[src/rtl/shared_mem_arb_if.sv]
// Request/response bundle between the requesters and the shared memory arbiter.
// Per-channel fields are packed flat: channel k at [k*ADDR_WIDTH +: ADDR_WIDTH]
// and [k*WIDTH +: WIDTH].
interface shared_mem_arb_if #(
   parameter int WIDTH      = 8,
   parameter int ADDR_WIDTH = 4,
   parameter int NUM_CH     = 2
);
   logic [NUM_CH-1:0]            req;
   logic [NUM_CH-1:0]            we;
   logic [NUM_CH*ADDR_WIDTH-1:0] addr;
   logic [NUM_CH*WIDTH-1:0]      wdata;
   logic [NUM_CH-1:0]            gnt;
   logic [NUM_CH-1:0]            rvalid;
   logic [WIDTH-1:0]             rdata;
   logic                         err;
   logic                         init_done;

   modport master (
      output req, we, addr, wdata,
      input  gnt, rvalid, rdata, err, init_done
   );

   modport slave (
      input  req, we, addr, wdata,
      output gnt, rvalid, rdata, err, init_done
   );
endinterface

[src/rtl/shared_mem_arb.sv]
// Shared WIDTH x DEPTH scratch memory for NUM_CH requesters behind a
// round-robin arbiter. After reset the array is zero-filled one word per
// cycle (CLEAR) before any grant is issued (RUN). One access per cycle;
// reads return on rdata with a one-cycle rvalid pulse for the owning channel.
module shared_mem_arb #(
   parameter int WIDTH      = 8,
   parameter int DEPTH      = 16,
   parameter int ADDR_WIDTH = 4,
   parameter int NUM_CH     = 2
) (
   input  logic              clk,
   input  logic              rst_n,
   shared_mem_arb_if.slave   bus
);

   localparam int PTR_W = (NUM_CH > 1) ? $clog2(NUM_CH) : 1;

   typedef enum logic {CLEAR, RUN} state_t;

   state_t                  state, state_nx;
   logic [ADDR_WIDTH-1:0]   clr_cnt;
   logic [PTR_W-1:0]        rr_ptr;
   logic [PTR_W-1:0]        sel_idx;
   logic                    found;
   logic [NUM_CH-1:0]       gnt_c;
   logic                    init_c;
   logic                    xfer;
   logic                    sel_we;
   logic [ADDR_WIDTH-1:0]   sel_addr;
   logic [WIDTH-1:0]        sel_wdata;
   logic                    in_range;
   logic [NUM_CH-1:0]       rvalid_q;
   logic [WIDTH-1:0]        rdata_q;
   logic                    err_q;

   logic [WIDTH-1:0]        mem [DEPTH];

   logic [ADDR_WIDTH-1:0]   ch_addr  [NUM_CH];
   logic [WIDTH-1:0]        ch_wdata [NUM_CH];

   // Unpack the flat per-channel buses so the selected channel is a plain index.
   for (genvar k = 0; k < NUM_CH; k++) begin : g_ch
      assign ch_addr[k]  = bus.addr[k*ADDR_WIDTH +: ADDR_WIDTH];
      assign ch_wdata[k] = bus.wdata[k*WIDTH +: WIDTH];
   end

   // State register.
   always_ff @(posedge clk or negedge rst_n) begin
      if (!rst_n) state <= CLEAR;
      else        state <= state_nx;
   end

   // Leave CLEAR on the edge that zeroes the last word.
   always_comb begin
      state_nx = state;
      if (state == CLEAR && clr_cnt == ADDR_WIDTH'(DEPTH - 1))
         state_nx = RUN;
   end

   // Round-robin search: first requesting channel at or above rr_ptr, wrapping.
   always_comb begin
      int              idx;
      logic [PTR_W-1:0] idx_l;
      found   = 1'b0;
      sel_idx = '0;
      idx     = 0;
      idx_l   = '0;
      for (int i = 0; i < NUM_CH; i++) begin
         idx = int'(rr_ptr) + i;
         if (idx >= NUM_CH) idx = idx - NUM_CH;
         idx_l = PTR_W'(idx);
         if (!found && bus.req[idx_l]) begin
            found   = 1'b1;
            sel_idx = idx_l;
         end
      end
   end

   // FSM outputs: grants only exist in RUN; init_done marks RUN.
   always_comb begin
      gnt_c  = '0;
      init_c = 1'b0;
      if (state == RUN) begin
         init_c = 1'b1;
         if (found) gnt_c[sel_idx] = 1'b1;
      end
   end

   assign xfer      = (state == RUN) && found;
   assign sel_we    = bus.we[sel_idx];
   assign sel_addr  = ch_addr[sel_idx];
   assign sel_wdata = ch_wdata[sel_idx];
   assign in_range  = int'(sel_addr) < DEPTH;

   // Storage write port: zero-fill during CLEAR, in-range writes during RUN.
   always_ff @(posedge clk) begin
      if (state == CLEAR)
         mem[clr_cnt] <= '0;
      else if (xfer && sel_we && in_range)
         mem[sel_addr] <= sel_wdata;
   end

   // Clear counter, rr pointer and the registered read/err response.
   always_ff @(posedge clk or negedge rst_n) begin
      if (!rst_n) begin
         clr_cnt  <= '0;
         rr_ptr   <= '0;
         rvalid_q <= '0;
         rdata_q  <= '0;
         err_q    <= 1'b0;
      end else begin
         rvalid_q <= '0;
         err_q    <= 1'b0;
         if (state == CLEAR) begin
            clr_cnt <= clr_cnt + ADDR_WIDTH'(1);
         end else if (xfer) begin
            rr_ptr <= (sel_idx == PTR_W'(NUM_CH - 1)) ? '0 : sel_idx + PTR_W'(1);
            err_q  <= !in_range;
            if (!sel_we) begin
               rvalid_q[sel_idx] <= 1'b1;
               // Out-of-range reads still complete, returning zero.
               rdata_q <= in_range ? mem[sel_addr] : '0;
            end
         end
      end
   end

   assign bus.gnt       = gnt_c;
   assign bus.init_done = init_c;
   assign bus.rvalid    = rvalid_q;
   assign bus.rdata     = rdata_q;
   assign bus.err       = err_q;

endmodule

[src/flat_wrapper.sv]
// flat-port wrapper written by rule: the top's interface ports become plain ports
module shared_mem_arb_flat 
#(
   parameter int WIDTH      = 8,
   parameter int DEPTH      = 16,
   parameter int ADDR_WIDTH = 4,
   parameter int NUM_CH     = 2
)
  (clk, rst_n, bus_req, bus_we, bus_addr, bus_wdata, bus_gnt, bus_rvalid, bus_rdata, bus_err, bus_init_done);
  shared_mem_arb_if #(.WIDTH(WIDTH), .ADDR_WIDTH(ADDR_WIDTH), .NUM_CH(NUM_CH)) bus_i ();
  input  logic clk;
  input  logic rst_n;
  input wire logic [$bits(bus_i.req)-1:0] bus_req;
  input wire logic [$bits(bus_i.we)-1:0] bus_we;
  input wire logic [$bits(bus_i.addr)-1:0] bus_addr;
  input wire logic [$bits(bus_i.wdata)-1:0] bus_wdata;
  output wire logic [$bits(bus_i.gnt)-1:0] bus_gnt;
  output wire logic [$bits(bus_i.rvalid)-1:0] bus_rvalid;
  output wire logic [$bits(bus_i.rdata)-1:0] bus_rdata;
  output wire logic [$bits(bus_i.err)-1:0] bus_err;
  output wire logic [$bits(bus_i.init_done)-1:0] bus_init_done;
  assign bus_i.req = bus_req;
  assign bus_i.we = bus_we;
  assign bus_i.addr = bus_addr;
  assign bus_i.wdata = bus_wdata;
  assign bus_gnt = bus_i.gnt;
  assign bus_rvalid = bus_i.rvalid;
  assign bus_rdata = bus_i.rdata;
  assign bus_err = bus_i.err;
  assign bus_init_done = bus_i.init_done;
  shared_mem_arb #(.WIDTH(WIDTH), .DEPTH(DEPTH), .ADDR_WIDTH(ADDR_WIDTH), .NUM_CH(NUM_CH)) u_core (.clk(clk), .rst_n(rst_n), .bus(bus_i));
endmodule
[config.mk]
export PLATFORM = sky130hd
export DESIGN_NAME = shared_mem_arb_flat
export DESIGN_NICKNAME = d
export VERILOG_FILES = /design/src/rtl/shared_mem_arb_if.sv /design/src/rtl/shared_mem_arb.sv /design/src/flat_wrapper.sv
export SDC_FILE = /design/constraint.sdc
export NUM_CORES = 1
export LEC_CHECK = 0
export BUFFER_PORTS_ARGS = -buffer_cell sky130_fd_sc_hd__buf_2
export CAP_MARGIN = 20
export CELL_PAD_IN_SITES_DETAIL_PLACEMENT = 1
export CELL_PAD_IN_SITES_GLOBAL_PLACEMENT = 1
export CORE_MARGIN = 5
export CORE_UTILIZATION = 30
export DETAILED_ROUTE_END_ITERATION = 16
export GPL_TIMING_DRIVEN = 1
export PLACE_DENSITY_LB_ADDON = 0.25
export SETUP_SLACK_MARGIN = 0.05
export SLEW_MARGIN = 30
export SYNTH_ARGS = -nofsm -noshare
export SYNTH_HDL_FRONTEND = slang
export SYNTH_SLANG_ARGS = --single-unit
[constraint.sdc]
create_clock -name clk -period 6.7 [get_ports clk]
set_input_delay 0.335 -clock clk [delete_from_list [all_inputs] [get_ports clk]]
set_output_delay 0.335 -clock clk [all_outputs]
set_load 0.005 [all_outputs]
==> results.cfg, run 1 <==
[clock_tree]
cts.path.max_buffers = 2
cts.clk_slew.worst_paths_ns = 0.07
numCtsBuffers = 17
ctsHtreeMaxLevel = 4
cts_tree = done
ctsResizeCount = 0
clkSinkCount = 144
ctsHoldBuffers = 1
insertion_delay_ns = 0.43
root_buffer = clkbuf_16
cts_setup_buffers = 0

[power_and_ir_drop]
power.density_nw_per_um2 = 303.2
leakagePower_nw = 2.519
ir_drop_uv = 146.7

[sta]
drv_slew = 0
final.min_clock_period_ns = 3.390
tns_ns = 0
skew_ns = 0.01295
fmax_ghz = 0.2950
setup_slack_ns = 3.310
hold_viol = 0
rsz0062_at_grt = false
slew_headroom_pct = 32.13
setup_violations = 0
tightest_slew_ns = 1.018
min_period_over_period_pct = 50.60

[die]
die_y_um = 155.0
die_x_um = 155.0
die_area_um2 = 24030
rows = 53
start_util_pct = 30.21
io_pins = 44
coreArea_um2 = 20890

[worst_setup_path]
crit_path_start_kind = flip-flop
arrival_ns = 3.44
rr_startpoint = u_core.rr_ptr
reg2reg_depth = 6
worst-setup-path-type = reg -> reg
cp-end-kind = flip-flop
r2r_end = u_core.mem[10][5]
cp_max_fo = 25
required_ns = 6.75
reg2reg_slack_ns = 3.31

[logic_synthesis]
ys_seq_area_share_pct = 67.26
synth_area_um2 = 6310
synth_fp_nets = 500
ys_types = 49
yosysWarnings = 0
syn-mean-instance-area_um2 = 13.45
synth_cells = 469
ys_ff_latch = 144

[layout]
fillers = 2200
ff_latch_area_um2 = 4244
syn_to_final_growth_pct = 17.83
num_antenna_cells = 0
drive_gt1_share_pct = 20.16
layout.nets = 534
layout_commonest_cell = edfxtp_1
final_area_um2 = 7435
final_util_pct = 35.59
multiInputGateArea_um2 = 1987
final_cell_mix = 128 x edfxtp_1, 54 x nand2_1, 42 x buf_2

[grt]
grt_max_degree = 34
grt_pass1_vias = 4475
grt_pass1_wl_mm = 28.12
track_usage_pct = 15.82
overflow = 0
antenna_found_initial = 0

[routing]
met2WireLength_mm = 8.651
route.detailed.drc = 0
top_layer_used = met4
viasPerCell = 5.381
dr.pass1.iters = 4
wire_per_inst_um = 23.60
m1WireLength_mm = 8.475
antenna_left = 0
wl_met3_um = 825
dr.first_iter.drc_count = 258
vias = 4256
wl_mm = 18.67

[hold_path]
hold_start = bus_we[1]
whs_path_depth = 2
hold_path.class = in -> reg
hold_end = u_core.bus.rvalid[1]

[place]
placed_cell_area_um2 = 6779
finalWeightedCongestion = 0.8151
dp_hpwl_mm = 12.59
io_buffers = 42
dp_worst_setup_slack_ns = 3.088

[run_status]
run_status = completed

[job]
cap_violations = 0
[report_power, final]
group | switching (mW) | internal (mW)
sequential | 0.0115 | 1.01
combinational | 0.182 | 0.0819
clock | 0.377 | 0.586
total | 0.571 | 1.68
[area by class of cell]
class	count	area share (%)
sequential	144	57.09
multi-input combinational	288	26.73
clock buffer	19	5.823
tap	275	4.628
timing repair buffer	45	3.164
clock inverter	13	2.188
inverter	7	0.3871
[cell usage after synthesis (all sizes together)]
| cell type | count | area [um^2] |
|---|---|---|
| and3 | 19 | 118.9 |
| a2111oi | 5 | 50.04 |
| a32oi | 9 | 78.83 |
| clkbuf | 10 | 37.54 |
| mux2i | 4 | 40.04 |
| ha | 1 | 12.51 |
| a311oi | 18 | 157.7 |
| xnor2 | 3 | 26.28 |
| a22o | 8 | 70.07 |
| a21oi | 14 | 70.07 |
| or2 | 1 | 6.260 |
| inv | 7 | 28.78 |
| mux2 | 2 | 22.52 |
| nand2 | 57 | 221.5 |
| dfrtp | 16 | 400.4 |
| nand2b | 2 | 20.02 |
| a2111o | 8 | 90.09 |
| a31oi | 5 | 37.53 |
| nor2 | 21 | 88.84 |
| nand4 | 1 | 6.260 |
| a22oi | 1 | 7.510 |
| o22ai | 1 | 6.260 |
| nor4b | 1 | 8.760 |
| buf | 20 | 126.4 |
| o21ai | 26 | 148.9 |
| and2 | 6 | 37.54 |
| and2b | 1 | 10.01 |
| o311ai | 3 | 26.28 |
| o21bai | 1 | 7.510 |
| edfxtp | 128 | 3844 |
| a32o | 4 | 40.04 |
| a211oi | 27 | 202.7 |
| nand3 | 16 | 80.08 |
| nor3 | 9 | 45.04 |
| conb | 1 | 3.750 |
| a21boi | 13 | 131.4 |
[routing by layer]
metal / vias up / track usage [%]
li1: 1928 / -
met1: 2166 / 21.35
met2: 125 / 24.50
met3: 37 / 3.143
met4: 0 / 7.527
met5: - / 0
[cell families (layout without fill, tap and decap cells)]
logic type	after synthesis	after routing	synth area share, %
other cells	1	1	0.05943
fa+ha+maj	1	1	0.1983
flops	144	144	67.26
xor+xnor	3	3	0.4165
mux	6	6	0.9915
simple gates	134	134	10.19
compound gates	143	143	17.83
buf+inv	37	84	3.054
[through the flow]
stage          total power, mW  hold WS [ns]  cells
6_report                 2.254        0.1011    791
3_3_place_gp             1.296        0.3145    758
4_1_cts                  2.268       0.08172    791
2_1_floorplan            1.198       0.03941    469
5_1_grt                  2.334        0.1009    791
3_5_place_dp             1.305        0.3217    758
[worst max-delay path: stages, from the launching register on]
cell,delay [ns]
dfrtp_1,0.42
nand2b_4,0.24
nand2_1,0.66
nand2_1,0.51
nor3_1,0.30
a31oi_1,0.13
nor2_1,0.74
[worst max-delay path by stage]
stage / start / endpoint / slack, ns / cells after the start
after floorplan: u_core.rr_ptr / u_core.mem[4][0] / 4.21 / 8
after global placement: bus_req[1] / u_core.mem[4][0] / 3.24 / 7
after detailed placement: bus_req[1] / u_core.mem[4][0] / 3.09 / 7
after CTS: u_core.rr_ptr / u_core.mem[4][1] / 3.12 / 6
after global routing: u_core.rr_ptr / u_core.mem[10][7] / 3.02 / 6
final: u_core.rr_ptr / u_core.mem[10][5] / 3.31 / 6
[flip-flops by register name (all words and copies together), names as in the netlist]
| register | flops |
|---|---|
| u_core.bus.rvalid | 2 |
| u_core.mem | 128 |
| u_core.clr_cnt | 4 |
| u_core.bus.rdata | 8 |
| u_core.state | 1 |
| u_core.rr_ptr | 1 |
Note: power is estimated with default switching activity, not from simulation.
==> inputs of run 2 (changes only) <==
--- a/config.mk
+++ b/config.mk
@@ -5,6 +5,7 @@
 export SDC_FILE = /design/constraint.sdc
 export NUM_CORES = 1
 export LEC_CHECK = 0
+export ABC_AREA = 1
 export BUFFER_PORTS_ARGS = -buffer_cell sky130_fd_sc_hd__buf_2
 export CAP_MARGIN = 20
 export CELL_PAD_IN_SITES_DETAIL_PLACEMENT = 1
==> constraint.sdc (replaced) <==
create_clock -name clk -period 2.9 [get_ports clk]
set_input_delay 0.145 -clock clk [delete_from_list [all_inputs] [get_ports clk]]
set_output_delay 0.145 -clock clk [all_outputs]
set_load 0.005 [all_outputs]
==> run 2 against run 1 <==
Compared with the run above:
- total power rose by 120%
- global-route usage decreased by 0.43 points
- first-iteration DRC count grew 36%
- final cell count up 34%
- critical path depth up 7
- sequential share of layout area decreased by 3.8 points
- final area rose by 7.1%
- count of clock-buffer cells in the layout shrank 2
- die area is 6.8% higher
- sequential power grew 130%
- synthesized cell count grew 48%
- clock skew is 0.0063 ns lower
==> results.cfg, run 2 <==
[run_status]
run_status = completed

[routing]
antenna_left = 0
route.detailed.drc = 0
wl_mm = 19.16
vias = 4888
dr.first_iter.drc_count = 352
wire_per_inst_um = 18.11
viasPerCell = 4.620
dr.pass1.iters = 5

[logic_synthesis]
synth_top_area_share_pct = 56.79
synth_most_common_cell = nand3_1
synth_edf_count = 128
yosys-top-cells-area = edfxtp_1 57%, nand3_1 12%, inv_1 8.0%
synth_top_area_cell = edfxtp_1
synth_commonest_cells = 166 x nand3_1, 145 x inv_1, 144 x nand2_1
synth_area_um2 = 6768
ys_ff_latch = 144
ys_seq_area_share_pct = 62.71
syn-mean-instance-area_um2 = 9.766
ys_types = 27
synth_fp_nets = 724
async_flop_share_pct = 11.11
synth-main-ff-cell = edfxtp_1
yosysWarnings = 0
synth_cells = 693

[layout]
num_antenna_cells = 0
largest_reg_flops = 128
top_register = u_core.mem
layout.nets = 791
final_util_pct = 35.50
fillers = 2598
syn_to_final_growth_pct = 17.67
layout_commonest_cell = nand3_1
final_cell_mix = 166 x nand3_1, 145 x inv_1, 144 x nand2_1
drive_gt1_share_pct = 16.82

[power_and_ir_drop]
leakagePower_nw = 3.551
power.density_nw_per_um2 = 631.1
ir_drop_uv = 477.5

[sta]
fmax_ghz = 0.3845
min_period_over_period_pct = 89.67
skew_ns = 0.006639
tns_ns = 0
slew_headroom_pct = 62.37
rsz0062_at_grt = false
hold_viol = 0
tightest_slew_ns = 0.5636
drv_slew = 0
final.min_clock_period_ns = 2.601
setup_violations = 0

[place]
io_buffers = 42
dp_hpwl_mm = 13.32
finalWeightedCongestion = 0.8059

[clock_tree]
root_buffer = clkbuf_16
cts.path.max_buffers = 2
cts.clk_slew.worst_paths_ns = 0.06
ctsResizeCount = 0
insertion_delay_ns = 0.42
numCtsBuffers = 17
cts_tree = done
clkSinkCount = 144
ctsHtreeMaxLevel = 4

[worst_setup_path]
required_ns = 3.21
reg2reg_depth = 13
cp-end-kind = flip-flop
crit_path_start_kind = flip-flop
worst-setup-path-type = reg -> reg
reg2reg_slack_ns = 0.30
cp_max_fo = 22
arrival_ns = 2.91
r2r_end = u_core.bus.rdata[1]
rr_startpoint = u_core.rr_ptr

[hold_path]
hold_path.class = in -> reg
whs_path_depth = 3
hold_start = bus_req[0]
hold_end = u_core.bus.rvalid[0]

[grt]
grt_pass1_vias = 5261
antenna_found_initial = 0
grt_pass1_wl_mm = 30.21
grt_max_degree = 33
track_usage_pct = 15.39
overflow = 0

[die]
die_x_um = 160.2
io_pins = 44
die_area_um2 = 25660
rows = 55
start_util_pct = 30.17
die_y_um = 160.2
coreArea_um2 = 22430

[job]
cap_violations = 0
-- run 2: through the flow --
stage,hold slack [ns],power [mW],std cells,worst slack [ns],cell area (um^2)
3_3_place_gp,0.07654,3.033,1021,0.2379,7376
3_5_place_dp,0.08729,3.051,1021,0.1928,7376
6_report,0.1632,5.026,1058,0.2994,7964
2_1_floorplan,-0.1506,2.790,693,0.7555,6768
5_1_grt,0.2098,5.240,1058,0.07017,7964
4_1_cts,0.1527,5.077,1055,0.1762,7941
-- run 2: area by class of cell --
type                    count  area (um^2)  area share [%]
well taps                 285        356.6           4.478
clock inverters            15        120.1           1.508
inverters                 151        566.8           7.117
multi-input cells         369         1760           22.11
flip-flops and latches    144         4244           53.29
clock buffers              17        425.4           5.342
repair buffers             77        490.5           6.159
-- run 2: worst max-delay path by stage --
stage                  start             endpoint  slack, ns  cells past startpoint
2_1_floorplan  u_core.rr_ptr    u_core.mem[10][0]       0.76                     13
6_report       u_core.rr_ptr  u_core.bus.rdata[1]       0.30                     13
3_5_place_dp   u_core.rr_ptr    u_core.mem[10][3]       0.19                      9
5_1_grt        u_core.rr_ptr  u_core.bus.rdata[1]       0.07                     13
4_1_cts        u_core.rr_ptr    u_core.mem[10][3]       0.18                      9
3_3_place_gp   u_core.rr_ptr     u_core.mem[0][7]       0.24                      9
-- run 2: power breakdown --
| part | total [mW] | leakage [nW] | internal, mW | switching (mW) |
|---|---|---|---|---|
| combinational | 0.659 | 1.83 | 0.197 | 0.462 |
| clock | 2.02 | 0.244 | 1.17 | 0.852 |
| sequential | 2.35 | 1.48 | 2.33 | 0.0204 |
| total | 5.03 | 3.55 | 3.69 | 1.33 |
-- run 2: metal layers --
layer | global-route usage, % | wire (um)
met3 | 2.632 | 692
met2 | 25.66 | 9277
met1 | 20.59 | 8849
met4 | 4.693 | 337
met5 | 0 | 0
-- run 2: kinds of logic (layout without fill, tap and decap cells) --
group,after synthesis,count (layout),synth area share [%]
simple gates,346,346,23.39
compound gates,18,18,1.997
flops,144,144,62.71
other cells,1,1,0.05541
xor+xnor,3,3,0.3883
buf+inv,180,260,11.28
fa+ha+maj,1,1,0.1848
-- run 2: critical path, stage by stage (launching register included) --
cell     delay [ns]
dfrtp_1        0.38
inv_2          0.06
nand2_2        0.16
nand2_4        0.31
nand2_4        0.22
nand2_2        0.39
buf_4          0.33
nand2_1        0.10
nand3_1        0.13
nand3_1        0.10
nand3_1        0.08
nand2_1        0.08
nand2_1        0.06
nand2_1        0.06
-- run 2: what timing repair did --
action | CTS | global route
hold buffers | 2 | 0
buffers inserted | 0 | 3
hold endpoints to repair | 17 | 0
setup endpoints to repair | 0 | 64
==> inputs of run 3 (changes only) <==
--- a/config.mk
+++ b/config.mk
@@ -8,8 +8,6 @@
 export ABC_AREA = 1
 export BUFFER_PORTS_ARGS = -buffer_cell sky130_fd_sc_hd__buf_2
 export CAP_MARGIN = 20
-export CELL_PAD_IN_SITES_DETAIL_PLACEMENT = 1
-export CELL_PAD_IN_SITES_GLOBAL_PLACEMENT = 1
 export CORE_MARGIN = 5
 export CORE_UTILIZATION = 30
 export DETAILED_ROUTE_END_ITERATION = 16
==> run 3 against run 2 <==
Compared with the run above:
- final area fell by 0.47%
- flip-flop and latch count is the same
- core utilization decreased by 0.17 points
- non-clock buffer count rose by 1
- worst setup slack better by 0.13 ns
- first-iteration DRC count shrank 2.0%
- critical path depth unchanged
- global-route usage decreased by 1.8 points
- wire length is 11% lower
- register-to-register slack better by 0.13 ns
- combinational power fell by 3%
- critical path type unchanged
- critical endpoint is now u_core.bus.rdata[6]
==> results.cfg, run 3 (synthesis gave the netlist of run 2 again) <==
[power_and_ir_drop]
power.density_nw_per_um2 = 618.4
ir_drop_uv = 300.4
leakagePower_nw = 3.566

[sta]
fmax_ghz = 0.4056
final.min_clock_period_ns = 2.466
drv_slew = 0
min_period_over_period_pct = 85.02
setup_slack_ns = 0.4344
tightest_slew_ns = 0.5592
skew_ns = 0.01441
setup_violations = 0
rsz0062_at_grt = false
hold_viol = 0
slew_headroom_pct = 62.67
tns_ns = 0

[layout]
syn_to_final_growth_pct = 17.12
layout.nets = 792
final_area_um2 = 7926
layout_commonest_cell = nand3_1
drive_gt1_share_pct = 16.67
largest_reg_flops = 128
instances_no_fill = 1059
final_cell_mix = 166 x nand3_1, 145 x inv_1, 144 x nand2_1
top_register = u_core.mem
num_antenna_cells = 0

[worst_setup_path]
cp_max_fo = 21
setup.worst_path.end = u_core.bus.rdata[6]
max_stage_delay_ns = 0.37
cp_slowest_cell = dfrtp_1
crit_path_frequent_cell = nand2_1
worst-setup-path-type = reg -> reg
r2r_end = u_core.bus.rdata[6]
crit_path_start_kind = flip-flop
required_ns = 3.21
crit_family = simple AND/OR/NAND/NOR gates
startpoint = u_core.rr_ptr
cp-end-kind = flip-flop
crit_chain = inv_2 > nand2_2 > nand2_4 > nand2_4 > nand2_2 > buf_4 > nand2_1 > nand3_1 > nand3_1 > nand3_1 > nand2_1 > nand2_1 > nand2_1
crit_cells = 13
arrival_ns = 2.78
crit_buf_inv = 2
rr_startpoint = u_core.rr_ptr
reg2reg_depth = 13
reg2reg_slack_ns = 0.43

[hold_path]
hold_path.class = in -> async

[routing]
wl_mm = 17.07
vias = 4661
antenna_left = 0
wire_per_inst_um = 16.12
route.detailed.drc = 0
dr.first_iter.drc_count = 345
viasPerCell = 4.401
dr.pass1.iters = 5

[grt]
track_usage_pct = 13.58
grt_pass1_vias = 4553
grt_max_degree = 33
antenna_found_initial = 0
grt_pass1_wl_mm = 26.50
overflow = 0

[clock_tree]
cts_setup_buffers = 0
cts.path.max_buffers = 2
insertion_delay_ns = 0.42
root_buffer = clkbuf_16
cts_tree = done
ctsHtreeMaxLevel = 4
clkSinkCount = 144
cts.clk_slew.worst_paths_ns = 0.06
numCtsBuffers = 17

[die]
die_area_um2 = 25660
io_pins = 44
die_x_um = 160.2
start_util_pct = 30.17
rows = 55
die_y_um = 160.2
coreArea_um2 = 22430

[place]
finalWeightedCongestion = 0.8398
dp.cells = 1025
placed_cell_area_um2 = 7393
io_buffers = 42
dp_worst_setup_slack_ns = 0.4135
dp_hpwl_mm = 11.61

[run_status]
run_status = completed

[job]
cap_violations = 0
run 3: cell types whose count changed in the layout (fill, tap and decap cells not counted):
cell        before  now
clkinv_2         1    5
clkbuf_8         0    2
clkbuf_1         0    6
clkinvlp_4       7    0
clkinv_1         5    1
buf_4           32   34
bufinv_16        1    0
buf_12           1    0
inv_4            0    2
inv_6            2    0
run 3: stage by stage:
stage / util (%) / total power, mW / hold WS, ns
after floorplan: - / 2.790 / -0.1506
after global placement: 32.96 / 3.037 / 0.07758
after detailed placement: 32.96 / 3.033 / 0.07681
after CTS: 35.33 / 4.950 / 0.1601
after global routing: 35.33 / 5.110 / 0.1992
final: 35.33 / 4.902 / 0.1701
run 3: how the worst min path moves through the flow:
stage / to / slack, ns / cells past startpoint
4_1_cts: u_core.bus.rvalid[0] / 0.16 / 3
2_1_floorplan: u_core.bus.rdata[0] / -0.15 / 0
5_1_grt: u_core.bus.rvalid[0] / 0.20 / 3
6_report: u_core.bus.rvalid[1] / 0.17 / 2
3_5_place_dp: u_core.bus.rvalid[0] / 0.08 / 1
3_3_place_gp: u_core.bus.rvalid[0] / 0.08 / 1
run 3: repair_timing:
| action | 4_1_cts | 5_1_grt |
|---|---|---|
| hold endpoints to repair | 17 | 0 |
| hold buffers | 2 | 0 |
| gates resized for setup | 0 | 0 |
run 3: metal layers:
layer / wire length (um) / GRT usage [%] / up-vias
li1: - / - / 2378
met1: 8393 / 19.15 / 2137
met2: 7429 / 20.40 / 125
met3: 833 / 3.148 / 21
met4: 410 / 5.123 / 0
met5: 0 / 0 / -
run 3: final cells by class:
cell class                      count  area (um^2)
Fill cell                        2307        14510
Tap cell                          285        356.6
Clock inverter                      7        37.54
Sequential cell                   144         4244
Clock buffer                       25        475.5
Inverter                          151        566.8
Timing Repair Buffer               78        485.5
Multi-Input combinational cell    369         1760
run 3: power by group:
| part | leakage, nW | switching, mW | internal, mW | total, mW |
|---|---|---|---|---|
| Clock | 0.259 | 0.782 | 1.13 | 1.91 |
| Combinational | 1.83 | 0.445 | 0.195 | 0.639 |
| Sequential | 1.48 | 0.0216 | 2.33 | 2.35 |
| Total | 3.57 | 1.25 | 3.65 | 4.90 |
